### src/rtl/modmul_ctrl.sv
`default_nettype none
// ============================================================================
// Module   : modmul_ctrl
// Purpose  : Job controller for a duplicated (primary + shadow) modular
//            multiplier. It accepts operand triples, drives them into the
//            fixed-latency datapath, and tracks each one with a valid/index
//            shift chain. Returned results go into a credit-protected result
//            FIFO, tagged with a primary/shadow mismatch flag. Fault status is
//            kept per job.
// Ports    : clk, rst_n                 clock, synchronous active-low reset
//            start, len, busy, done     job control
//            in_valid/in_ready, in_a/in_b/in_tw
//                                       operand stream
//            mm_a, mm_b, mm_tw          registered operands to the datapath
//            mm_e, mm_o, mm_o_fault     datapath returns (shadow = mm_o_fault)
//            out_valid/out_ready, out_e/out_o/out_idx/out_err
//                                       result stream
//            fault, fault_idx, fault_cnt
//                                       sticky fault status of current job
// Config   : MODMUL_CTRL_ABORT_ON_FAULT_EN -- when defined, the first mismatch
//            aborts the job through the FLUSH state.
// Revision : 1.0 - initial release
// ============================================================================
module modmul_ctrl #(
  parameter int WIDTH      = 32,
  parameter int LATENCY    = 6,
  parameter int FIFO_DEPTH = 8,
  parameter int CNT_W      = 8
) (
  input  logic             clk,
  input  logic             rst_n,
  // job control
  input  logic             start,
  input  logic [CNT_W-1:0] len,
  output logic             busy,
  output logic             done,
  // operand input
  input  logic             in_valid,
  output logic             in_ready,
  input  logic [WIDTH-1:0] in_a,
  input  logic [WIDTH-1:0] in_b,
  input  logic [WIDTH-1:0] in_tw,
  // datapath drive
  output logic [WIDTH-1:0] mm_a,
  output logic [WIDTH-1:0] mm_b,
  output logic [WIDTH-1:0] mm_tw,
  // datapath return
  input  logic [WIDTH-1:0] mm_e,
  input  logic [WIDTH-1:0] mm_o,
  input  logic [WIDTH-1:0] mm_o_fault,
  // result output
  output logic             out_valid,
  input  logic             out_ready,
  output logic [WIDTH-1:0] out_e,
  output logic [WIDTH-1:0] out_o,
  output logic [CNT_W-1:0] out_idx,
  output logic             out_err,
  // fault status
  output logic             fault,
  output logic [CNT_W-1:0] fault_idx,
  output logic [CNT_W-1:0] fault_cnt
);

  localparam int PTR_W = (FIFO_DEPTH > 1) ? $clog2(FIFO_DEPTH) : 1;
  // Occupancy (FIFO + in flight) can reach 2*FIFO_DEPTH in the sum.
  localparam int OCC_W = PTR_W + 2;

  localparam logic [CNT_W-1:0] CNT_ONE   = {{(CNT_W-1){1'b0}}, 1'b1};
  localparam logic [PTR_W-1:0] PTR_ONE   = {{(PTR_W-1){1'b0}}, 1'b1};
  localparam logic [OCC_W-1:0] OCC_ONE   = {{(OCC_W-1){1'b0}}, 1'b1};
  localparam logic [OCC_W-1:0] OCC_DEPTH = OCC_W'(FIFO_DEPTH);

  localparam logic [1:0] ST_IDLE  = 2'd0;
  localparam logic [1:0] ST_RUN   = 2'd1;
  localparam logic [1:0] ST_DRAIN = 2'd2;
`ifdef MODMUL_CTRL_ABORT_ON_FAULT_EN
  localparam logic [1:0] ST_FLUSH = 2'd3;
`endif

  logic [1:0]       state_q, state_d;
  logic [CNT_W-1:0] len_q, issued_q, retired_q;

  // operand register stage and its tracking companion
  logic [WIDTH-1:0] mm_a_q, mm_b_q, mm_tw_q;
  logic             mm_vld_q;
  logic [CNT_W-1:0] mm_idx_q;

  // tracking chain, aligned so the last stage coincides with mm_e/mm_o
  logic [LATENCY-1:0] chain_v_q;
  logic [CNT_W-1:0]   chain_idx_q [LATENCY];
  logic [OCC_W-1:0]   inflight_q;

  // result FIFO
  logic [WIDTH-1:0] fifo_e_q   [FIFO_DEPTH];
  logic [WIDTH-1:0] fifo_o_q   [FIFO_DEPTH];
  logic [CNT_W-1:0] fifo_idx_q [FIFO_DEPTH];
  logic             fifo_err_q [FIFO_DEPTH];
  logic [PTR_W-1:0] wr_ptr_q, rd_ptr_q;
  logic [OCC_W-1:0] fifo_cnt_q;

  logic             fault_q;
  logic [CNT_W-1:0] fault_idx_q, fault_cnt_q;
  logic             zdone_q;

  logic             job_start, zero_start, accept, emerge, mismatch;
  logic             push, pop, flushing, abort_hit, fifo_empty, have_credit;
  logic             drain_done, flush_done;
  logic [CNT_W-1:0] emerge_idx;
  logic [OCC_W-1:0] occupancy;

  assign job_start  = (state_q == ST_IDLE) && start && (len != '0);
  assign zero_start = (state_q == ST_IDLE) && start && (len == '0);
  assign fifo_empty = (fifo_cnt_q == '0);
  assign occupancy  = fifo_cnt_q + inflight_q;
  assign have_credit = (occupancy < OCC_DEPTH);
  assign accept     = in_valid && in_ready;
  assign emerge     = chain_v_q[LATENCY-1];
  assign emerge_idx = chain_idx_q[LATENCY-1];

`ifdef MODMUL_CTRL_ABORT_ON_FAULT_EN
  assign flushing  = (state_q == ST_FLUSH);
`else
  assign flushing  = 1'b0;
`endif

  // Results that emerge while flushing are discarded unchecked.
  assign mismatch = emerge && !flushing && (mm_o != mm_o_fault);

`ifdef MODMUL_CTRL_ABORT_ON_FAULT_EN
  assign abort_hit = mismatch;
`else
  assign abort_hit = 1'b0;
`endif

  // The faulting result itself is dropped when aborting.
  assign push       = emerge && !flushing && !abort_hit;
  assign pop        = out_valid && out_ready;
  assign drain_done = (retired_q == len_q) && fifo_empty;
  assign flush_done = (inflight_q == '0) && fifo_empty;

  // --------------------------------------------------------------------------
  // FSM: state register
  // --------------------------------------------------------------------------
  always_ff @(posedge clk) begin
    if (!rst_n) begin
      state_q <= ST_IDLE;
    end else begin
      state_q <= state_d;
    end
  end

  // --------------------------------------------------------------------------
  // FSM: next state
  // --------------------------------------------------------------------------
  always_comb begin
    state_d = state_q;
    case (state_q)
      ST_IDLE: begin
        if (job_start) state_d = ST_RUN;
      end
      ST_RUN: begin
`ifdef MODMUL_CTRL_ABORT_ON_FAULT_EN
        if (abort_hit) state_d = ST_FLUSH;
        else
`endif
        if (issued_q == len_q) state_d = ST_DRAIN;
      end
      ST_DRAIN: begin
`ifdef MODMUL_CTRL_ABORT_ON_FAULT_EN
        if (abort_hit) state_d = ST_FLUSH;
        else
`endif
        if (drain_done) state_d = ST_IDLE;
      end
`ifdef MODMUL_CTRL_ABORT_ON_FAULT_EN
      ST_FLUSH: begin
        if (flush_done) state_d = ST_IDLE;
      end
`endif
      default: state_d = ST_IDLE;
    endcase
  end

  // --------------------------------------------------------------------------
  // FSM: outputs
  // --------------------------------------------------------------------------
  always_comb begin
    busy      = (state_q != ST_IDLE);
    in_ready  = (state_q == ST_RUN) && (issued_q < len_q) && have_credit;
    out_valid = !fifo_empty && !flushing;
    done      = zdone_q
              || ((state_q == ST_DRAIN) && drain_done)
              || (flushing && flush_done);
  end

  // --------------------------------------------------------------------------
  // Job counters, operand register, tracking chain valid bits
  // --------------------------------------------------------------------------
  always_ff @(posedge clk) begin
    if (!rst_n) begin
      len_q      <= '0;
      issued_q   <= '0;
      retired_q  <= '0;
      mm_a_q     <= '0;
      mm_b_q     <= '0;
      mm_tw_q    <= '0;
      mm_vld_q   <= 1'b0;
      mm_idx_q   <= '0;
      chain_v_q  <= '0;
      inflight_q <= '0;
      zdone_q    <= 1'b0;
    end else begin
      zdone_q <= zero_start;

      if (job_start) begin
        len_q     <= len;
        issued_q  <= '0;
        retired_q <= '0;
      end else begin
        if (accept) issued_q  <= issued_q + CNT_ONE;
        if (emerge) retired_q <= retired_q + CNT_ONE;
      end

      // mm_* hold their last value between transfers; mm_vld_q qualifies.
      if (accept) begin
        mm_a_q   <= in_a;
        mm_b_q   <= in_b;
        mm_tw_q  <= in_tw;
        mm_idx_q <= issued_q;
      end
      mm_vld_q <= accept;

      chain_v_q[0] <= mm_vld_q;
      for (int k = 1; k < LATENCY; k++) begin
        chain_v_q[k] <= chain_v_q[k-1];
      end

      case ({accept, emerge})
        2'b10:   inflight_q <= inflight_q + OCC_ONE;
        2'b01:   inflight_q <= inflight_q - OCC_ONE;
        default: inflight_q <= inflight_q;
      endcase
    end
  end

  // Index payload travels alongside the valid bits; no reset needed.
  always_ff @(posedge clk) begin
    chain_idx_q[0] <= mm_idx_q;
    for (int k = 1; k < LATENCY; k++) begin
      chain_idx_q[k] <= chain_idx_q[k-1];
    end
  end

  // --------------------------------------------------------------------------
  // Result FIFO control
  // --------------------------------------------------------------------------
  always_ff @(posedge clk) begin
    if (!rst_n) begin
      wr_ptr_q   <= '0;
      rd_ptr_q   <= '0;
      fifo_cnt_q <= '0;
    end else if (flushing) begin
      // Discard everything buffered; nothing is pushed while flushing.
      rd_ptr_q   <= wr_ptr_q;
      fifo_cnt_q <= '0;
    end else begin
      if (push) wr_ptr_q <= wr_ptr_q + PTR_ONE;
      if (pop)  rd_ptr_q <= rd_ptr_q + PTR_ONE;
      case ({push, pop})
        2'b10:   fifo_cnt_q <= fifo_cnt_q + OCC_ONE;
        2'b01:   fifo_cnt_q <= fifo_cnt_q - OCC_ONE;
        default: fifo_cnt_q <= fifo_cnt_q;
      endcase
    end
  end

  always_ff @(posedge clk) begin
    if (push) begin
      fifo_e_q[wr_ptr_q]   <= mm_e;
      fifo_o_q[wr_ptr_q]   <= mm_o;
      fifo_idx_q[wr_ptr_q] <= emerge_idx;
      fifo_err_q[wr_ptr_q] <= (mm_o != mm_o_fault);
    end
  end

  assign out_e   = fifo_e_q[rd_ptr_q];
  assign out_o   = fifo_o_q[rd_ptr_q];
  assign out_idx = fifo_idx_q[rd_ptr_q];
  assign out_err = out_valid && fifo_err_q[rd_ptr_q];

  // --------------------------------------------------------------------------
  // Fault status: sticky flag, first index, saturating count
  // --------------------------------------------------------------------------
  always_ff @(posedge clk) begin
    if (!rst_n) begin
      fault_q     <= 1'b0;
      fault_idx_q <= '0;
      fault_cnt_q <= '0;
    end else if (job_start) begin
      fault_q     <= 1'b0;
      fault_idx_q <= '0;
      fault_cnt_q <= '0;
    end else if (mismatch) begin
      if (!fault_q) begin
        fault_q     <= 1'b1;
        fault_idx_q <= emerge_idx;
      end
      if (fault_cnt_q != '1) fault_cnt_q <= fault_cnt_q + CNT_ONE;
    end
  end

  assign mm_a      = mm_a_q;
  assign mm_b      = mm_b_q;
  assign mm_tw     = mm_tw_q;
  assign fault     = fault_q;
  assign fault_idx = fault_idx_q;
  assign fault_cnt = fault_cnt_q;

endmodule
`default_nettype wire

### config.mk
export PLATFORM = sky130hd
export DESIGN_NAME = modmul_ctrl
export DESIGN_NICKNAME = d
export VERILOG_FILES = /design/src/rtl/modmul_ctrl.sv
export SDC_FILE = /design/constraint.sdc
export NUM_CORES = 1
export LEC_CHECK = 0
export CAP_MARGIN = 20
export CORE_MARGIN = 3
export CORE_UTILIZATION = 40
export DETAILED_ROUTE_END_ITERATION = 7
export HOLD_SLACK_MARGIN = 0.05
export PLACE_DENSITY = 0.67
export SETUP_SLACK_MARGIN = 0.1
export SLEW_MARGIN = 5
export SYNTH_ARGS = -nofsm -noshare
export SYNTH_HDL_FRONTEND = slang
export SYNTH_SLANG_ARGS = --single-unit
### constraint.sdc
create_clock -name clk -period 7.4 [get_ports clk]
set_input_delay 2.22 -clock clk [delete_from_list [all_inputs] [get_ports clk]]
set_output_delay 2.22 -clock clk [all_outputs]
set_load 0.01 [all_outputs]
; Word-level counts from Yosys, hierarchy flattened
; Memory sizes are Yosys's and may differ from the RTL's. A register that Yosys moved wholly into a read port is not among the register bits.
; Cells that the tools add are included.
[totals]
ram_bits = 632
memories = 5
regBits = 171
latch_bits = 0
inputBits = 205
out_inout_bits = 190
mem_bits_ro = 0
[mem_list]
columns = memory, depth, width, rd, rd_ports_with_merged_regs, wr, line_no
row1 = fifo_e_q, 8, 32, 1, 1, 1, 94  ; logic [WIDTH-1:0] fifo_e_q [FIFO_DEPTH];
row2 = fifo_o_q, 8, 32, 1, 1, 1, 95  ; logic [WIDTH-1:0] fifo_o_q [FIFO_DEPTH];
row3 = fifo_idx_q, 8, 8, 1, 1, 1, 96  ; logic [CNT_W-1:0] fifo_idx_q [FIFO_DEPTH];
row4 = chain_idx_q, 6, 8, 6, 0, 6, 90  ; logic [CNT_W-1:0] chain_idx_q [LATENCY];
row5 = fifo_err_q, 8, 1, 1, 1, 1, 97  ; logic fifo_err_q [FIFO_DEPTH];
[classes]
reduce_logical = 24
multipliers = 0
n_eq_ne = 13
n_bitwise = 2
muxes = 16
n_div = 0
n_addsub = 10
shifts = 0
n_lt_le_gt_ge = 2
[ops]
columns = operator, count
row1 = $ne A32 B32 Y1, 1
row2 = $add A8 B1 Y8 const B, 3
row3 = $mux W3, 8
row4 = $pmux W5 S2, 2
row5 = $eq A8 B8 Y1, 2
row6 = $logic_and A1 B1 Y1, 11
row7 = $add A5 B1 Y5 const B, 2
row8 = $sub A5 B1 Y5 const B, 2
row9 = $logic_not A8 Y1, 1
row10 = $lt A8 B8 Y1, 1
row11 = $ne A8 B8 Y1 const B, 1
row12 = $reduce_bool A8 Y1, 1
row13 = $add A3 B1 Y3 const B, 2
row14 = $eq A2 B1 Y1 const B, 3
row15 = $eq A2 B2 Y1 const B, 3
row16 = $mux W2, 3
row17 = $ne A2 B2 Y1 const B, 3
row18 = $pmux W2 S3, 1
row19 = $reduce_bool A2 Y1, 3
row20 = $add A5 B5 Y5, 1
row21 = $logic_not A5 Y1, 1
row22 = $lt A5 B4 Y1 const B, 1
row23 = $reduce_and A2 Y1, 2
row24 = $reduce_and A3 Y1, 1
row25 = other kinds (6), 8

; Logic depth before layout (Yosys ltp)
[logic_depth]
word_depth = 6
ltp_mapped = 18
ltp_nobuf = 16

; Worst setup path before layout
; OpenSTA, ideal clock, no wires.
[synth_timing]
path_kind = reg2reg
startpoint = register chain_v_q[5]
endpoint = memory fifo_e_q[0][0] (enable)
slack_ns = 0.983
arrival_time_ns = 5.823
setup_ns = 0.594
path_stages_with_launch = 4
t_required_ns = 6.806
path_cell_list = dfxtp_1 > clkbuf_1 > nand2b_1 > nor3_1
[synth_between]
elab_chain_cells = 2
[synth_rtl]
columns = item, line_no
row1 = start: declaration, 89  ; logic [LATENCY-1:0] chain_v_q;
row2 = start signal: indexed assignment, 235  ; chain_v_q[k] <= chain_v_q[k-1];
row3 = $mux W1, 278  ; if (push) begin
row4 = $mux W1 (implied by the code), 279  ; fifo_e_q[wr_ptr_q] <= mm_e;
row5 = end: declaration, 94
; No other way between the ends.

==> impl_metrics.csv <==
group,metric,value,unit
pwr,switching_share,20.6,%
critical_path,reg2reg_setup_slack,3590,ps
status,status,"finished clean",
synthesis,syn-num-nets,2031,
min_path,hp-start,"chain_idx_q[1][7]",
drt,wirelength,72100,um
critical_path,r2r_start,"issued_q[5]",
pwr,peakVddDrop,0.142,mV
pwr,cellPowerDensity,251,nW/um^2
synthesis,synth_top_cell_by_area,"edfxtp_1",
layout,syn2layout_area_growth,26.1,%
layout,fill_cells,6080,
synthesis,synthArstFlopShare,0,%
clocking,cts.path.max_buffers,3,
grt,grt_usage,18.1,%
critical_path,r2r_end,"mm_b[6]",
synthesis,syn_avg_cell_area,16.9,um^2
critical_path,path_class,"flop to output pin",
die,initial_core_util,40.6,%
critical_path,cp_num_buf_inv,2,
clocking,hold_buffers,0,
layout,finalCoreUtilization,51.2,%
die,coreArea,74800,um^2
die,die_area,79300,um^2
synthesis,ys.flop_type,"edfxtp_1",
min_path,hold_class,"flop to flop",
drt,wire_per_inst,22.2,um
run,max-cap-violations,0,
drt,drtAntennaViolNets,0,
timing,final_max_slew_viol_count,0,
placed_design,place_congestion,0.808,
synthesis,netlist_area,30400,um^2
layout,nets,2437,
placed_design,dp.cells,3087,
timing,rsz0062_at_grt,"false",
die,fp.dieH,282,um
grt,grt_overflow_total,0,
timing,whs,316,ps
pwr,p_seq_share,50.8,%
critical_path,end_kind,"output pin",
die,rows,100,
pwr,internal-power,7.65,mW
drt,drcViolationCount,0,
pwr,power.share.clock,44.8,%
critical_path,crit_family,"buffers and inverters",
clocking,ctsHtreeMaxLevel,3,
critical_path,critPathMaxFanout,36,
layout,final_area,38300,um^2
timing,tns,0,ps
drt,firstDrtPassIters,5,
timing,finalClockSkew,16.1,ps
synthesis,syn_inst,1800,
timing,worstMarginPinSlew,1060,ps
synthesis,synth_area_leaders,"edfxtp_1 (58%), dfxtp_1 (15%), mux4_2 (11%)",
critical_path,crit_arrival,3390,ps
synthesis,synth_top_area_share,57.7,%
clocking,post_cts_resized,0,
clocking,clkSinkCount,806,
synthesis,ys_top_cells_by_count,"edfxtp_1 (584), dfxtp_1 (222), mux4_2 (146)",
layout,drive_gt1_share,17.6,%
timing,timing.final.crit_share,75.8,%
critical_path,crit_path_cell_trace,"buf_4, mux4_2, mux2_2, clkdlybuf4s50_1",
clocking,cts_tree,"done",
min_path,min_to,"chain_idx_q[2][7]",
drt,viasPerCell,5.23,
pwr,leakagePower,12.4,nW
timing,finalHoldViolCount,0,
critical_path,cpPeakStageDelay,880,ps
grt,grt_first_pass_wirelength,108000,um
drt,vias,17000,
synthesis,ys_seq_area_share,72.3,%
placed_design,dpl-instance-area,35400,um^2
grt,antenna_found_initial,6,
pwr,share_comb_of_total_power,4.4,%
critical_path,slowest_stage,"dfxtp_4",
synthesis,synth.distinct_cells,51,
synthesis,synth-seq-cells,806,
pwr,p_sw,1.98,mW
critical_path,required,5180,ps
synthesis,yosysWarnings,0,
grt,grt_max_degree,137,
grt,grt_pass1_vias,17700,
die,pin_count,395,
die,die_w,282,um
timing,fin_crit,5610,ps
min_path,hold_depth,0,
placed_design,port-buffer-count,394,
clocking,clkTransAtPathRegs,60,ps
critical_path,r2r_cells,8,
clocking,postCtsSetupBuffers,0,
clocking,cts_buffers,86,
critical_path,worstSetupStartpointType,"flop",
synthesis,synth_most_common_cell,"edfxtp_1",
timing,setup_viol,0,
synthesis,synth-edff-count,584,
clocking,insertion_delay,620,ps
timing,max_freq,0.178,GHz
placed_design,dp_hpwl,43900,um
layout,fin_cells,3248,
drt,drtIter0Drc,1167,
clocking,root_buffer,"clkbuf_16",
timing,maxSlewHeadroom,28.9,%
[layer usage]
| layer | vias up | GRT usage [%] | wire [um] |
|---|---|---|---|
| met5 | - | 0 | 36 |
| met4 | 6 | 4.29 | 1370 |
| met3 | 111 | 5.17 | 5720 |
| met2 | 540 | 30.3 | 35300 |
| met1 | 8601 | 23.5 | 29700 |
| li1 | 7719 | - | - |
[cell type report]
cell class / instances / area, um^2 / area share, %
inverter: 24 / 90.1 / 0.235
sequential: 806 / 22000 / 57.4
clock buffer: 115 / 2440 / 6.38
tap: 969 / 1210 / 3.16
antenna: 7 / 17.5 / 0.0457
clock inverter: 39 / 440 / 1.15
multi-input combinational: 870 / 7950 / 20.7
timing repair buffer: 418 / 4180 / 10.9
[worst reg2reg max path, cell delays in order, from the launching register on]
cell and delay (ps):
dfxtp_1 460, ha_1 290, and3_1 160, o21ai_1 210, nand4b_2 250, nor4_4 330
buf_4 670, buf_4 920, o21ai_0 340
[registers in the layout, indices dropped and copies added (netlist names), 6 cells and up, named ones only]
register     flops
chain_idx_q     48
chain_v_q        6
fault_cnt        8
fault_idx        8
fifo_e_q       256
fifo_err_q       8
fifo_idx_q      64
fifo_o_q       256
issued_q         8
len_q            8
mm_a            32
mm_b            32
mm_idx_q         8
mm_tw           32
retired_q        8
[power by group through the flow]
stage          clock [mW]  sequential (mW)  combinational (mW)
2_1_floorplan           0             5.00               0.155
3_3_place_gp            0             4.99               0.415
3_5_place_dp            0             4.99               0.427
4_1_cts              4.43             4.89               0.430
5_1_grt              4.60             4.90               0.463
6_report             4.31             4.90               0.426
[kinds of logic (layout without fill, tap and decap cells)]
logic type,count (synthesis),in the layout,share of synthesized area [%]
muxes,234,234,14.0
other,0,7,0
and+or+nand+nor,389,389,6.15
DFF,806,806,72.3
buffers and inverters,124,596,1.74
AOI/OAI and AO/OA,157,157,2.81
xor gates and xnor gates,64,64,1.84
adders and majority gates,26,26,1.12
[per-stage QoR]
step,setup slack (ps),total power [mW]
floorplan,983,5.16
global placement,1960,5.40
detailed placement,1920,5.42
CTS,1670,9.75
global route,1530,9.96
finish,1790,9.63
[worst max-delay path by stage]
stage / end / slack, ps / cells after the start
2_1_floorplan: fifo_e_q[0][0] / 980 / 3
3_3_place_gp: fault_cnt[4] / 1960 / 7
3_5_place_dp: fault_cnt[4] / 1920 / 7
4_1_cts: out_e[1] / 1670 / 4
5_1_grt: out_e[1] / 1530 / 4
6_report: out_o[8] / 1790 / 4
[layout by cell type (no fill, tap or decap), types with 23 or more instances in the layout]
cell / instances
edfxtp_1: 584
clkdlybuf4s50_1: 393
dfxtp_1: 219
mux4_2: 146
nand2_1: 135
nand3_1: 113
o21ai_0: 99
clkbuf_16: 90
mux2_2: 72
xnor2_1: 54
nor2_1: 37
and2_1: 27
ha_1: 24
inv_1: 23
Note: power is estimated with default switching activity, not from simulation.
